===== config.mk =====
export PLATFORM = sky130hd
export DESIGN_NAME = ct_had_xtrig_ctrl_flat
export DESIGN_NICKNAME = d
export VERILOG_FILES = /design/src/rtl/ct_had_xtrig_ctrl_pkg.sv /design/src/rtl/ct_had_xtrig_ctrl_if.sv /design/src/rtl/ct_had_xtrig_tmr.sv /design/src/rtl/ct_had_xtrig_ctrl.sv /design/src/flat_wrapper.sv
export SDC_FILE = /design/constraint.sdc
export NUM_CORES = 1
export LEC_CHECK = 0
export BUFFER_PORTS_ARGS = -buffer_cell sky130_fd_sc_hd__buf_2
export CAP_MARGIN = 5
export CORE_MARGIN = 2
export CORE_UTILIZATION = 52
export DETAILED_ROUTE_END_ITERATION = 10
export GPL_ROUTABILITY_DRIVEN = 0
export PLACE_DENSITY = 0.89
export SYNTH_ARGS = -nofsm -noshare
export SYNTH_HDL_FRONTEND = slang
export SYNTH_SLANG_ARGS = --single-unit

===== constraint.sdc =====
create_clock -name cpuclk -period 4.65 [get_ports cpuclk]
set_input_delay 0.93 -clock cpuclk [delete_from_list [all_inputs] [get_ports cpuclk]]
set_output_delay 0.93 -clock cpuclk [all_outputs]
set_load 0.01 [all_outputs]

===== src/rtl/ct_had_xtrig_ctrl_pkg.sv =====
// Shared types and defaults for the cluster debug cross-trigger controller.
// Optional feature macro: CT_HAD_XTRIG_TIMEOUT_EN (broadcast timeout).
package ct_had_xtrig_ctrl_pkg;

   typedef enum logic [1:0] {
      ST_IDLE   = 2'b00,
      ST_HALT   = 2'b01,
      ST_RESUME = 2'b10
   } xtrig_state_e;

   localparam int unsigned TO_W_DEF      = 10;
   localparam int unsigned TO_CYCLES_DEF = 1000;

endpackage


===== src/rtl/ct_had_xtrig_ctrl_if.sv =====
// Per-core request/status bundle between the HAD event blocks and the
// cross-trigger controller. master = core/cluster side, slave = controller.
interface ct_had_xtrig_ctrl_if #(
   parameter int unsigned NUM_CORE = 4
);
   logic [NUM_CORE-1:0] core_enter_req;
   logic [NUM_CORE-1:0] core_exit_req;
   logic [NUM_CORE-1:0] core_dbgon;
   logic [NUM_CORE-1:0] regs_halt_grp;
   logic [NUM_CORE-1:0] regs_resume_grp;
   logic [NUM_CORE-1:0] xtrig_enter_dbg;
   logic [NUM_CORE-1:0] xtrig_exit_dbg;
   logic                xtrig_busy;
   logic                xtrig_timeout;
   logic                xtrig_clk_en;

   modport master (
      output core_enter_req, core_exit_req, core_dbgon,
             regs_halt_grp, regs_resume_grp,
      input  xtrig_enter_dbg, xtrig_exit_dbg, xtrig_busy,
             xtrig_timeout, xtrig_clk_en
   );

   modport slave (
      input  core_enter_req, core_exit_req, core_dbgon,
             regs_halt_grp, regs_resume_grp,
      output xtrig_enter_dbg, xtrig_exit_dbg, xtrig_busy,
             xtrig_timeout, xtrig_clk_en
   );
endinterface


===== src/rtl/ct_had_xtrig_tmr.sv =====
// Broadcast timeout counter: cleared while idle, counts busy cycles and
// flags the terminal count (TO_CYCLES-1). Built only with
// CT_HAD_XTRIG_TIMEOUT_EN defined.
module ct_had_xtrig_tmr
   import ct_had_xtrig_ctrl_pkg::*;
#(
   parameter int unsigned TO_W      = TO_W_DEF,
   parameter int unsigned TO_CYCLES = TO_CYCLES_DEF
) (
   input  logic cpuclk,
   input  logic cpurst_b,
   input  logic clr,
   input  logic en,
   output logic tc
);

   logic [TO_W-1:0] cnt;

   assign tc = en && (cnt == TO_W'(TO_CYCLES - 1));

   // Count busy cycles, holding at terminal count until the FSM leaves
   always_ff @(posedge cpuclk or negedge cpurst_b) begin
      if (!cpurst_b) begin
         cnt <= '0;
      end else if (clr) begin
         cnt <= '0;
      end else if (en && !tc) begin
         cnt <= cnt + TO_W'(1);
      end
   end

endmodule


===== src/rtl/ct_had_xtrig_ctrl.sv =====
// Cluster debug cross-trigger controller: sequences group halt / group
// resume broadcasts across the cores selected by the group masks.
// Optional feature macro: CT_HAD_XTRIG_TIMEOUT_EN (aborts a broadcast
// after TO_CYCLES busy cycles and pulses xtrig_timeout).
module ct_had_xtrig_ctrl
   import ct_had_xtrig_ctrl_pkg::*;
#(
   parameter int unsigned NUM_CORE  = 4,
   parameter int unsigned TO_W      = TO_W_DEF,
   parameter int unsigned TO_CYCLES = TO_CYCLES_DEF
) (
   input  logic                cpuclk,
   input  logic                cpurst_b,
   ct_had_xtrig_ctrl_if.slave  xbus
);

   if ((NUM_CORE < 1) || (NUM_CORE > 8) || (TO_CYCLES > (2**TO_W) - 1)) begin : g_bad_cfg
      $error("ct_had_xtrig_ctrl: NUM_CORE out of 1..8 or TO_CYCLES does not fit TO_W");
   end

   xtrig_state_e        state;
   logic [NUM_CORE-1:0] tgt;
   logic [NUM_CORE-1:0] enter_dbg;
   logic [NUM_CORE-1:0] exit_dbg;
   logic                pend_halt;
   logic                halt_trig;
   logic                resume_trig;
   logic                to_hit;
   logic [NUM_CORE-1:0] halt_left;
   logic [NUM_CORE-1:0] resume_left;
   logic [NUM_CORE-1:0] halt_entry_tgt;
   logic [NUM_CORE-1:0] resume_entry_tgt;

   assign halt_trig        = |(xbus.core_enter_req & xbus.regs_halt_grp);
   assign resume_trig      = |(xbus.core_exit_req & xbus.regs_resume_grp);
   assign halt_left        = tgt & ~xbus.core_dbgon;
   assign resume_left      = tgt & xbus.core_dbgon;
   assign halt_entry_tgt   = xbus.regs_halt_grp & ~xbus.core_dbgon;
   assign resume_entry_tgt = xbus.regs_resume_grp & xbus.core_dbgon;

`ifdef CT_HAD_XTRIG_TIMEOUT_EN
   // Every broadcast is entered from IDLE, so clearing while idle gives a
   // zero count on the first busy cycle.
   ct_had_xtrig_tmr #(
      .TO_W      (TO_W),
      .TO_CYCLES (TO_CYCLES)
   ) u_tmr (
      .cpuclk   (cpuclk),
      .cpurst_b (cpurst_b),
      .clr      (state == ST_IDLE),
      .en       (state != ST_IDLE),
      .tc       (to_hit)
   );
`else
   assign to_hit = 1'b0;
`endif

   // Broadcast sequencer: latch targets on entry, retire cores as they respond
   always_ff @(posedge cpuclk or negedge cpurst_b) begin
      if (!cpurst_b) begin
         state     <= ST_IDLE;
         tgt       <= '0;
         enter_dbg <= '0;
         exit_dbg  <= '0;
         pend_halt <= 1'b0;
      end else begin
         case (state)
            ST_IDLE: begin
               if (halt_trig || pend_halt) begin
                  state     <= ST_HALT;
                  tgt       <= halt_entry_tgt;
                  enter_dbg <= halt_entry_tgt;
                  pend_halt <= 1'b0;
               end else if (resume_trig) begin
                  state    <= ST_RESUME;
                  tgt      <= resume_entry_tgt;
                  exit_dbg <= resume_entry_tgt;
               end
            end
            ST_HALT: begin
               if (to_hit || (halt_left == '0)) begin
                  state     <= ST_IDLE;
                  tgt       <= '0;
                  enter_dbg <= '0;
               end else begin
                  tgt       <= halt_left;
                  enter_dbg <= halt_left;
               end
            end
            ST_RESUME: begin
               if (halt_trig) begin
                  pend_halt <= 1'b1;
               end
               if (to_hit || (resume_left == '0)) begin
                  state    <= ST_IDLE;
                  tgt      <= '0;
                  exit_dbg <= '0;
               end else begin
                  tgt      <= resume_left;
                  exit_dbg <= resume_left;
               end
            end
            default: begin
               state     <= ST_IDLE;
               tgt       <= '0;
               enter_dbg <= '0;
               exit_dbg  <= '0;
            end
         endcase
      end
   end

   assign xbus.xtrig_enter_dbg = enter_dbg;
   assign xbus.xtrig_exit_dbg  = exit_dbg;
   assign xbus.xtrig_busy      = (state != ST_IDLE);
   assign xbus.xtrig_timeout   = to_hit;
   assign xbus.xtrig_clk_en    = (state != ST_IDLE) | (|xbus.core_enter_req) |
                                 (|xbus.core_exit_req);

endmodule


===== src/flat_wrapper.sv =====
// flat-port wrapper written by rule: the top's interface ports become plain ports
module ct_had_xtrig_ctrl_flat import ct_had_xtrig_ctrl_pkg::*;
#(
   parameter int unsigned NUM_CORE  = 4,
   parameter int unsigned TO_W      = TO_W_DEF,
   parameter int unsigned TO_CYCLES = TO_CYCLES_DEF
)
  (cpuclk, cpurst_b, xbus_core_enter_req, xbus_core_exit_req, xbus_core_dbgon, xbus_regs_halt_grp, xbus_regs_resume_grp, xbus_xtrig_enter_dbg, xbus_xtrig_exit_dbg, xbus_xtrig_busy, xbus_xtrig_timeout, xbus_xtrig_clk_en);
  ct_had_xtrig_ctrl_if #(.NUM_CORE(NUM_CORE)) xbus_i ();
  input  logic cpuclk;
  input  logic cpurst_b;
  input wire logic [$bits(xbus_i.core_enter_req)-1:0] xbus_core_enter_req;
  input wire logic [$bits(xbus_i.core_exit_req)-1:0] xbus_core_exit_req;
  input wire logic [$bits(xbus_i.core_dbgon)-1:0] xbus_core_dbgon;
  input wire logic [$bits(xbus_i.regs_halt_grp)-1:0] xbus_regs_halt_grp;
  input wire logic [$bits(xbus_i.regs_resume_grp)-1:0] xbus_regs_resume_grp;
  output wire logic [$bits(xbus_i.xtrig_enter_dbg)-1:0] xbus_xtrig_enter_dbg;
  output wire logic [$bits(xbus_i.xtrig_exit_dbg)-1:0] xbus_xtrig_exit_dbg;
  output wire logic [$bits(xbus_i.xtrig_busy)-1:0] xbus_xtrig_busy;
  output wire logic [$bits(xbus_i.xtrig_timeout)-1:0] xbus_xtrig_timeout;
  output wire logic [$bits(xbus_i.xtrig_clk_en)-1:0] xbus_xtrig_clk_en;
  assign xbus_i.core_enter_req = xbus_core_enter_req;
  assign xbus_i.core_exit_req = xbus_core_exit_req;
  assign xbus_i.core_dbgon = xbus_core_dbgon;
  assign xbus_i.regs_halt_grp = xbus_regs_halt_grp;
  assign xbus_i.regs_resume_grp = xbus_regs_resume_grp;
  assign xbus_xtrig_enter_dbg = xbus_i.xtrig_enter_dbg;
  assign xbus_xtrig_exit_dbg = xbus_i.xtrig_exit_dbg;
  assign xbus_xtrig_busy = xbus_i.xtrig_busy;
  assign xbus_xtrig_timeout = xbus_i.xtrig_timeout;
  assign xbus_xtrig_clk_en = xbus_i.xtrig_clk_en;
  ct_had_xtrig_ctrl #(.NUM_CORE(NUM_CORE), .TO_W(TO_W), .TO_CYCLES(TO_CYCLES)) u_core (.cpuclk(cpuclk), .cpurst_b(cpurst_b), .xbus(xbus_i));
endmodule

==> results.tsv, run 1 <==
metric	value	unit
status	finished clean	
PwrDens	508	mW/mm^2
postcts setup bufs	0	
fillers	157	
Tmin final	2.56	ns
DIE AREA	0.00233	mm^2
Worst-Skew Late Latency	0.28	ns
root buffer cell	clkbuf_4	
vias per cell	6.49	
# diodes	0	
Tcrit/Tclk final	0.551	
RSZ-0062 raised after global routing	no	
Yosys reg bits	15	
fin. max-slew vios	0	
1st-iter DRT viols	68	
Setup WS pre-CTS	2.12	ns
Syn-to-layout area delta	16.9	%
Core Region	0.00178	mm^2
detailed-route DRC error count	0	
fmax	0.390	GHz
Clock Pin Slew Worst Setup and Hold Paths	0.09	ns
routed len/inst	15.7	um
crit start category	flop	
GR Util met1	0.398	
max-cap viol count	0	
met3 usage	0.0222	
Sink Count	15	
Cell Rows	15	
Setup WS post-layout	2.09	ns
slowest CP cell	dfrtp_1	
TritonCTS clock tree	built	
WS Path Type	reg2out	
Non-Filler Instances	174	
Fin Clk Skew	0.00298	ns
vias in the first global route	979	
layout cells sized above 1	0.275	
Num CTS Buffers	3	
syn nets	142	
P_leak	0.588	nW
CP max stage delay	0.61	ns
busiest grt layer	met2	
multi-input combinational cell area	582	um^2
Post-CTS Hold Buffers	0	
global-route wire length before repair	4390	um
TritonRoute pass-1 iters	6	
Worst Path Arrival	1.63	ns
htree depth	1	
mapped cell area	0.00102	mm^2
Peak supply drop	0.000268	V
PortBufs	31	
Max Buffers Root-to-Sink	2	
Die Ht	48.2	um
post-cts resize count	0	
final hold violations	0	
most common cell after layout, fill and taps aside	buf_2	
Required @ worst endpoint	3.72	ns
die width	48.2	um
most frequent cells in the layout	buf_2 (31), dfrtp_1 (15), o21ai_0 (13), nand2_1 (11), a21oi_1 (10)	
NumNets Final	172	
Starting Density	0.571	
Min-Delay Path Class	reg2reg	
worst-path cell chain	nor2_1 > inv_1 > buf_2	
largest net degree at the start of global routing	21	
via count	1130	
Syn Inst Count	120	
final hold slack	0.491	ns
I/O pin cnt	33	
Yosys cell types	34	
dpl cells	170	
met2 GRT Util	0.403	
post-synth top area share	0.369	
Syn Area/Cell	8.48	um^2
Fin Setup TNS	0	ns
Synth Warn #	0	
post-DP HPWL	2010	um
relative slew slack	0.569	
final wirelength	2730	um
largest area contributor in the netlist	dfrtp_1	
Setup crit end kind	output port	
sequential share of the synthesized area	0.369	
Area contributors post-synth	dfrtp_1 (37%), o21ai_0 (6.4%), a22o_1 (6.0%)	
final setup fails	0	
Seq. cell area	375	um^2
critical path peak fanout	18	
worst slew pin tran	0.647	ns
post-route ant nets	0	
initial antenna violation count	0	
global route overflow	0	
GRT Util Overall	0.275	
## kinds of logic after synthesis
logic type	share of synthesized area
buffers and inverters	0.0590
other	0.00369
flip-flops	0.369
AO/OA/AOI/OAI	0.357
AND/OR/NAND/NOR	0.212
## cells in the mapped netlist
cell,instances
a32oi_1,2
o211a_1,1
conb_1,1
a21o_2,1
a22o_1,7
o22ai_1,1
and4_1,1
buf_6,2
or2_2,2
dfrtp_1,15
nor2_1,8
a211o_1,2
o41ai_2,2
nand3b_1,2
a22oi_1,4
a311oi_1,1
a31oi_1,3
nor4_1,3
a21o_1,1
a211oi_1,1
and2_1,2
nand3_1,3
a221o_2,1
clkbuf_1,3
inv_1,5
nor3_1,1
o21ai_0,13
buf_4,1
nand2_1,11
a21oi_1,10
and3_1,4
or2_0,1
a211o_2,1
nor2b_1,4
## path summary, 6_finish.rpt
kind,from,to,slack (ns),cells after the start
worst max-delay path,u_core.state[1],xbus_xtrig_busy,2.09,3
worst min-delay path,u_core.xbus.xtrig_exit_dbg[3],u_core.xbus.xtrig_exit_dbg[3],0.49,1
worst max register to register,u_core.pend_halt,u_core.xbus.xtrig_exit_dbg[1],2.81,4
worst min register to register,u_core.xbus.xtrig_exit_dbg[3],u_core.xbus.xtrig_exit_dbg[3],0.49,1
max in group asynchronous,cpurst_b,u_core.pend_halt,3.86,1
min in group asynchronous,cpurst_b,u_core.state[0],0.54,1
## cell type report
type | instances | share of cell area
inverter | 5 | 0.0158
clock buffer | 4 | 0.0221
sequential | 15 | 0.316
timing repair buffer | 31 | 0.131
tap | 25 | 0.0263
multi-input combinational | 94 | 0.489
## registers in the layout, summed over array words and instances, names as in the netlist
signal                       cells
u_core.pend_halt                 1
u_core.state                     2
u_core.tgt                       4
u_core.xbus.xtrig_enter_dbg      4
u_core.xbus.xtrig_exit_dbg       4
## power by group
group / internal [mW] / switching, mW / total [mW]
combinational: 0.118 / 0.145 / 0.263
sequential: 0.184 / 0.0814 / 0.265
clock: 0.0333 / 0.0422 / 0.0755
total: 0.335 / 0.269 / 0.604
## stage by stage
stage | cell area, um^2 | util | power, mW
5_1_grt | 1190 | 0.667 | 0.660
6_report | 1190 | 0.667 | 0.604
3_5_place_dp | 1160 | 0.652 | 0.523
3_3_place_gp | 1160 | 0.652 | 0.509
4_1_cts | 1190 | 0.667 | 0.600
2_1_floorplan | 1020 | - | 0.437
## routing by layer
metal,vias to the layer above,wire (um)
li1,514,-
met1,524,1180
met2,76,1210
met3,16,235
met4,0,108
met5,-,0
## worst max-delay path: cells and delay by family, from the launching register on
family | cells | cell delay [ns]
buf+inv | 2 | 0.31
flops | 1 | 0.61
simple gates | 1 | 0.43
No activity file was read; power rests on OpenSTA's default activity.
==> run 2: changes to the inputs <==
--- a/config.mk
+++ b/config.mk
@@ -5,13 +5,14 @@
 export SDC_FILE = /design/constraint.sdc
 export NUM_CORES = 1
 export LEC_CHECK = 0
+export ABC_AREA = 1
 export BUFFER_PORTS_ARGS = -buffer_cell sky130_fd_sc_hd__buf_2
 export CAP_MARGIN = 5
 export CORE_MARGIN = 2
-export CORE_UTILIZATION = 52
+export CORE_UTILIZATION = 45
 export DETAILED_ROUTE_END_ITERATION = 10
 export GPL_ROUTABILITY_DRIVEN = 0
-export PLACE_DENSITY = 0.89
+export PLACE_DENSITY = 0.82
 export SYNTH_ARGS = -nofsm -noshare
 export SYNTH_HDL_FRONTEND = slang
 export SYNTH_SLANG_ARGS = --single-unit
==> constraint.sdc (replaced) <==
create_clock -name cpuclk -period 2.1 [get_ports cpuclk]
set_input_delay 0.42 -clock cpuclk [delete_from_list [all_inputs] [get_ports cpuclk]]
set_output_delay 0.42 -clock cpuclk [all_outputs]
set_load 0.01 [all_outputs]
==> run 2 against run 1 <==
  * Clock-buffer cell count down 1
  * Setup slack worse by 1.8 ns
  * Routed wire length down 3.6%
==> results.tsv, run 2 <==
metric	value	unit	change
layout cells sized above 1	0.255		was 0.275
reg2reg start	u_core.pend_halt		unchanged
RR Endpoint	u_core.tgt[2]		was u_core.xbus.xtrig_exit_dbg[1]
Core Region	0.00217	mm^2	was 0.00178 mm^2
Num CTS Buffers	3		unchanged
WS Path Type	reg2out		unchanged
postcts setup bufs	0		unchanged
most common cell after layout, fill and taps aside	nand2_1		was buf_2
largest area contributor in the netlist	dfrtp_1		unchanged
RSZ-0062 raised after global routing	no		unchanged
fmax	0.538	GHz	
Starting Density	0.471		was 0.571
met2 GRT Util	0.374		was 0.403
Syn Inst Count	158		was 120
synth cell count leaders	nand2_1 (66), inv_1 (17), dfrtp_1 (15), nor2_1 (14), nand3_1 (10)		was dfrtp_1 (15), o21ai_0 (13), nand2_1 (11), a21oi_1 (10), nor2_1 (8)
largest net degree at the start of global routing	16		was 21
P_leak	0.728	nW	was 0.588 nW
root buffer cell	clkbuf_4		unchanged
post-DP HPWL	2190	um	was 2010 um
post-route ant nets	0		unchanged
Min-Delay Path Class	in2async		was reg2reg
depth of the worst register-to-register path	8		was 4
Syn-to-layout area delta	20.6	%	was 16.9%
Tcrit/Tclk final	0.885		
die width	51.7	um	was 48.2 um
most frequent cell after synthesis	nand2_1		was dfrtp_1
htree depth	1		unchanged
1st-iter DRT viols	77		was 68
TritonCTS clock tree	built		unchanged
fillers	224		was 157
Cell Rows	17		was 15
Fin Clk Skew	0.00844	ns	was 0.00298 ns
final core utilization	0.568		was 0.667
final hold violations	0		unchanged
TritonRoute pass-1 iters	4		was 6
global-route wire length before repair	4280	um	was 4390 um
status	finished clean		unchanged
final wirelength	2640	um	was 2730 um
Area contributors post-synth	dfrtp_1 (37%), nand2_1 (24%), inv_1 (6.2%)		was dfrtp_1 (37%), o21ai_0 (6.4%), a22o_1 (6.0%)
initial antenna violation count	0		unchanged
Tmin final	1.86	ns	
fin. max-slew vios	0		unchanged
critical path peak fanout	9		was 18
Peak supply drop	0.000479	V	was 0.000268 V
# diodes	0		unchanged
Die Ht	51.7	um	was 48.2 um
most frequent cells in the layout	nand2_1 (66), buf_2 (31), inv_1 (17), dfrtp_1 (15), nor2_1 (14)		was buf_2 (31), dfrtp_1 (15), o21ai_0 (13), nand2_1 (11), a21oi_1 (10)
Worst-Skew Late Latency	0.29	ns	was 0.28 ns
via count	1163		was 1130
NumNets Final	215		was 172
syn nets	180		was 142
Sink Count	15		unchanged
detailed-route DRC error count	0		unchanged
Syn Area/Cell	6.47	um^2	was 8.48 um^2
PortBufs	31		unchanged
I/O pin cnt	33		unchanged
Required @ worst endpoint	1.68	ns	was 3.72 ns
Yosys cell types	21		was 34
Fin Setup TNS	0	ns	unchanged
Setup crit end kind	output port		unchanged
Clock Pin Slew Worst Setup and Hold Paths	0.10	ns	was 0.09 ns
busiest grt layer	met2		unchanged
DIE AREA	0.00267	mm^2	was 0.00233 mm^2
Synth Warn #	0		unchanged
PwrDens	1000	mW/mm^2	was 508 mW/mm^2
Worst Path Arrival	1.44	ns	was 1.63 ns
mapped cell area	0.00102	mm^2	about the same
vias in the first global route	1030		was 979
number of synthesized flops with an enable pin	0		unchanged
Max Buffers Root-to-Sink	2		unchanged
ys async rst share	1.00		unchanged
Worst R2R Setup Slack	0.81	ns	was 2.81 ns
Yosys reg bits	15		unchanged
crit start category	flop		unchanged
prevailing post-synth register cell	dfrtp_1		unchanged
final setup fails	0		unchanged
sequential share of the synthesized area	0.367		was 0.369
post-cts resize count	0		unchanged
GR Util met1	0.255		was 0.398
max-cap viol count	0		unchanged
global route overflow	0		unchanged
post-synth top area share	0.367		was 0.369
Post-CTS Hold Buffers	0		unchanged
routed len/inst	12.0	um	was 15.7 um
GRT Util Overall	0.218		was 0.275
met3 usage	0.0431		was 0.0222
vias per cell	5.29		was 6.49
## run 2: cell count changes after synthesis, sizes merged, moves of 5 or more
cell / delta
nand2: +61
inv: +15
nor2: +10
nand3: +8
a21oi: -7
a22o: -7
o21ai: -5
## run 2: through the flow
step	power [mW]	area [um^2]	hold slack (ns)	setup WS (ns)	cells
6_report	1.24	1230	0.00833	0.241	220
3_3_place_gp	1.04	1200	0.339	0.619	216
4_1_cts	1.24	1230	0.0306	0.250	220
2_1_floorplan	0.871	1020	0.124	0.777	158
3_5_place_dp	1.06	1200	0.352	0.584	216
5_1_grt	1.33	1230	0.0475	0.178	220
## run 2: report_power, final
part | internal [mW] | total, mW | switching (mW)
Combinational | 0.202 | 0.605 | 0.402
Sequential | 0.391 | 0.460 | 0.0692
Clock | 0.0709 | 0.170 | 0.0996
Total | 0.664 | 1.24 | 0.571
## run 2: layout make-up
cell class | count | area, um^2 | area share
clock inverter | 1 | 5.00 | 0.00406
sequential | 15 | 375 | 0.305
timing repair buffer | 31 | 155 | 0.126
tap | 28 | 35.0 | 0.0284
multi-input combinational | 122 | 564 | 0.458
inverter | 20 | 75.1 | 0.0609
clock buffer | 3 | 22.5 | 0.0183
## run 2: how the worst max path moves through the flow
stage | start | slack [ns] | cells after the start | endpoint
after global routing | u_core.state[1] | 0.18 | 5 | xbus_xtrig_clk_en
final | u_core.state[1] | 0.24 | 5 | xbus_xtrig_clk_en
after CTS | u_core.state[1] | 0.25 | 5 | xbus_xtrig_clk_en
after floorplan | u_core.state[1] | 0.78 | 4 | xbus_xtrig_clk_en
after detailed placement | u_core.state[1] | 0.58 | 5 | xbus_xtrig_clk_en
after global placement | u_core.state[1] | 0.62 | 5 | xbus_xtrig_clk_en
## run 2: worst max-delay path, stage by stage, from the launching register on
cell	delay [ns]
dfrtp_1	0.41
inv_2	0.15
nand2_4	0.11
inv_1	0.22
nand3_1	0.10
buf_2	0.15
## run 2: metal layers
metal | wire [um] | up-vias
met4 | 46 | 0
met3 | 223 | 6
met2 | 1340 | 71
met1 | 1030 | 518
met5 | 0 | -
li1 | - | 568
## run 2: kinds of logic (layout without fill, tap and decap cells)
logic type      after synthesis  in the layout  synth area share
flops                        15             15             0.367
simple gates                106            106             0.469
other cells                   1              1           0.00367
buf+inv                      21             55            0.0808
compound gates               15             15            0.0796
==> run 3: changes to the inputs <==
--- a/config.mk
+++ b/config.mk
@@ -9,10 +9,10 @@
 export BUFFER_PORTS_ARGS = -buffer_cell sky130_fd_sc_hd__buf_2
 export CAP_MARGIN = 5
 export CORE_MARGIN = 2
-export CORE_UTILIZATION = 45
+export CORE_UTILIZATION = 52
 export DETAILED_ROUTE_END_ITERATION = 10
 export GPL_ROUTABILITY_DRIVEN = 0
-export PLACE_DENSITY = 0.82
+export PLACE_DENSITY = 0.89
 export SYNTH_ARGS = -nofsm -noshare
 export SYNTH_HDL_FRONTEND = slang
 export SYNTH_SLANG_ARGS = --single-unit
==> constraint.sdc (replaced) <==
create_clock -name cpuclk -period 2.3 [get_ports cpuclk]
set_input_delay 0.46 -clock cpuclk [delete_from_list [all_inputs] [get_ports cpuclk]]
set_output_delay 0.46 -clock cpuclk [all_outputs]
set_load 0.01 [all_outputs]
==> run 3 against run 2 <==
  * Via count down 0.34%
  * Largest power group unchanged
  * Final cell count down 0.45%
  * Sequential power shrank 7.8%
  * Critical path type unchanged
  * Cell area is 0.10% lower
  * Global-route usage rose by 2.0 points
  * Routed wire length is 2.1% lower
  * Sequential share of layout area about the same
==> results.tsv, run 3 (synthesis gave the netlist of run 2 again) <==
metric	value	unit	change
max-cap viol count	0		unchanged
Core Region	0.00190	mm^2	was 0.00217 mm^2
Worst R2R Setup Slack	0.99	ns	was 0.81 ns
detailed-route DRC error count	0		unchanged
Die Ht	48.3	um	was 51.7 um
post-DP HPWL	2040	um	was 2190 um
1st-iter DRT viols	85		was 77
NumNets Final	215		unchanged
vias in the first global route	1024		was 1030
I/O pin cnt	33		unchanged
worst-path cell chain	inv_2 > nand2_4 > inv_1 > nand3_1 > buf_2		unchanged
Fin Setup TNS	0	ns	unchanged
P_leak	0.728	nW	unchanged
largest delay contributor family on the critical path	buffers and inverters		unchanged
initial antenna violation count	0		unchanged
Num CTS Buffers	3		unchanged
largest net degree at the start of global routing	16		unchanged
htree depth	1		unchanged
Setup WS pre-CTS	0.743	ns	was 0.584 ns
Clock Pin Slew Worst Setup and Hold Paths	0.10	ns	about the same
Syn-to-layout area delta	20.4	%	was 20.6%
buffers and inverters on the worst path	3		unchanged
root buffer cell	clkbuf_4		unchanged
routed len/inst	11.8	um	was 12.0 um
PortBufs	31		unchanged
Fin Clk Skew	0.00584	ns	was 0.00844 ns
Cell Rows	16		was 17
PwrDens	921	mW/mm^2	was 1000 mW/mm^2
Max Buffers Root-to-Sink	2		unchanged
final setup fails	0		unchanged
post-route ant nets	0		unchanged
most common cell after layout, fill and taps aside	nand2_1		unchanged
# diodes	0		unchanged
Tcrit/Tclk final	0.837		
layout cells sized above 1	0.255		unchanged
RSZ-0062 raised after global routing	no		unchanged
Tmin final	1.92	ns	
fmax	0.520	GHz	
Post-CTS Hold Buffers	0		unchanged
die width	48.3	um	was 51.7 um
postcts setup bufs	0		unchanged
post-cts resize count	0		unchanged
WS Path Type	reg2out		unchanged
Min-Delay Path Class	in2async		unchanged
TritonRoute pass-1 iters	6		was 4
DIE AREA	0.00234	mm^2	was 0.00267 mm^2
global route overflow	0		unchanged
Peak supply drop	0.000409	V	was 0.000479 V
GRT Util Overall	0.238		was 0.218
crit start category	flop		unchanged
vias per cell	5.29		about the same
via count	1159		was 1163
global-route wire length before repair	4350	um	was 4280 um
Worst-Skew Late Latency	0.30	ns	was 0.29 ns
Worst Path Arrival	1.46	ns	was 1.44 ns
status	finished clean		unchanged
Setup WS post-layout	0.376	ns	was 0.241 ns
critical path peak fanout	9		unchanged
slowest CP cell	dfrtp_1		unchanged
fin. max-slew vios	0		unchanged
fillers	172		was 224
most frequent cells in the layout	nand2_1 (66), buf_2 (31), inv_1 (17), dfrtp_1 (15), nor2_1 (14)		unchanged
final hold violations	0		unchanged
CP max stage delay	0.41	ns	about the same
TritonCTS clock tree	built		unchanged
Starting Density	0.537		was 0.471
final wirelength	2580	um	was 2640 um
Setup crit end kind	output port		unchanged
Sink Count	15		unchanged
Required @ worst endpoint	1.84	ns	was 1.68 ns
## run 3: cell counts in the layout (fill, tap and decap cells not counted)
No cell type changed its count.
## run 3: power by group
part	total [mW]	internal [mW]	switching, mW
clock network	0.159	0.0649	0.0940
logic	0.551	0.184	0.367
registers	0.424	0.357	0.0672
## run 3: final cells by class
cell class | instances | area, um^2 | area share
Multi-Input combinational cell | 122 | 564 | 0.458
Inverter | 20 | 75.1 | 0.0610
Clock inverter | 1 | 5.00 | 0.00407
Timing Repair Buffer | 31 | 155 | 0.126
Sequential cell | 15 | 375 | 0.305
Tap cell | 27 | 33.8 | 0.0274
Clock buffer | 3 | 22.5 | 0.0183
## run 3: per-layer routing
layer	GRT usage	up-vias	share of wire
li1	-	565	-
met2	0.382	84	0.45
met5	0	-	0
met3	0.0432	18	0.10
met1	0.321	492	0.41
met4	0.0905	0	0.035
## run 3: final timing paths
| path | startpoint | to | depth (start not counted) |
|---|---|---|---|
| hold / removal | cpurst_b | u_core.state[0] | 1 |
| hold reg to reg | u_core.xbus.xtrig_enter_dbg[3] | u_core.xbus.xtrig_enter_dbg[3] | 2 |
| setup reg to reg | u_core.state[1] | u_core.tgt[1] | 9 |
| min in group cpuclk | u_core.xbus.xtrig_enter_dbg[3] | u_core.xbus.xtrig_enter_dbg[3] | 2 |
| max in group asynchronous | cpurst_b | u_core.xbus.xtrig_enter_dbg[3] | 1 |
| setup / recovery | u_core.state[1] | xbus_xtrig_clk_en | 5 |
## run 3: per-stage QoR
step	power (mW)	hold WS [ns]	utilization	std cells	instance area [um^2]
after floorplan	0.795	0.164	-	158	1020
after detailed placement	0.966	0.378	0.633	215	1200
after global placement	0.949	0.382	0.633	215	1200
after CTS	1.12	0.0602	0.647	219	1230
after global routing	1.22	0.0653	0.647	219	1230
final	1.13	0.0432	0.647	219	1230
## run 3: worst reg2reg max path: cells and delay by family, from the launching register on
kind | cells | cell delay (ns)
simple gates | 7 | 0.64
buf+inv | 2 | 0.20
flops | 1 | 0.41
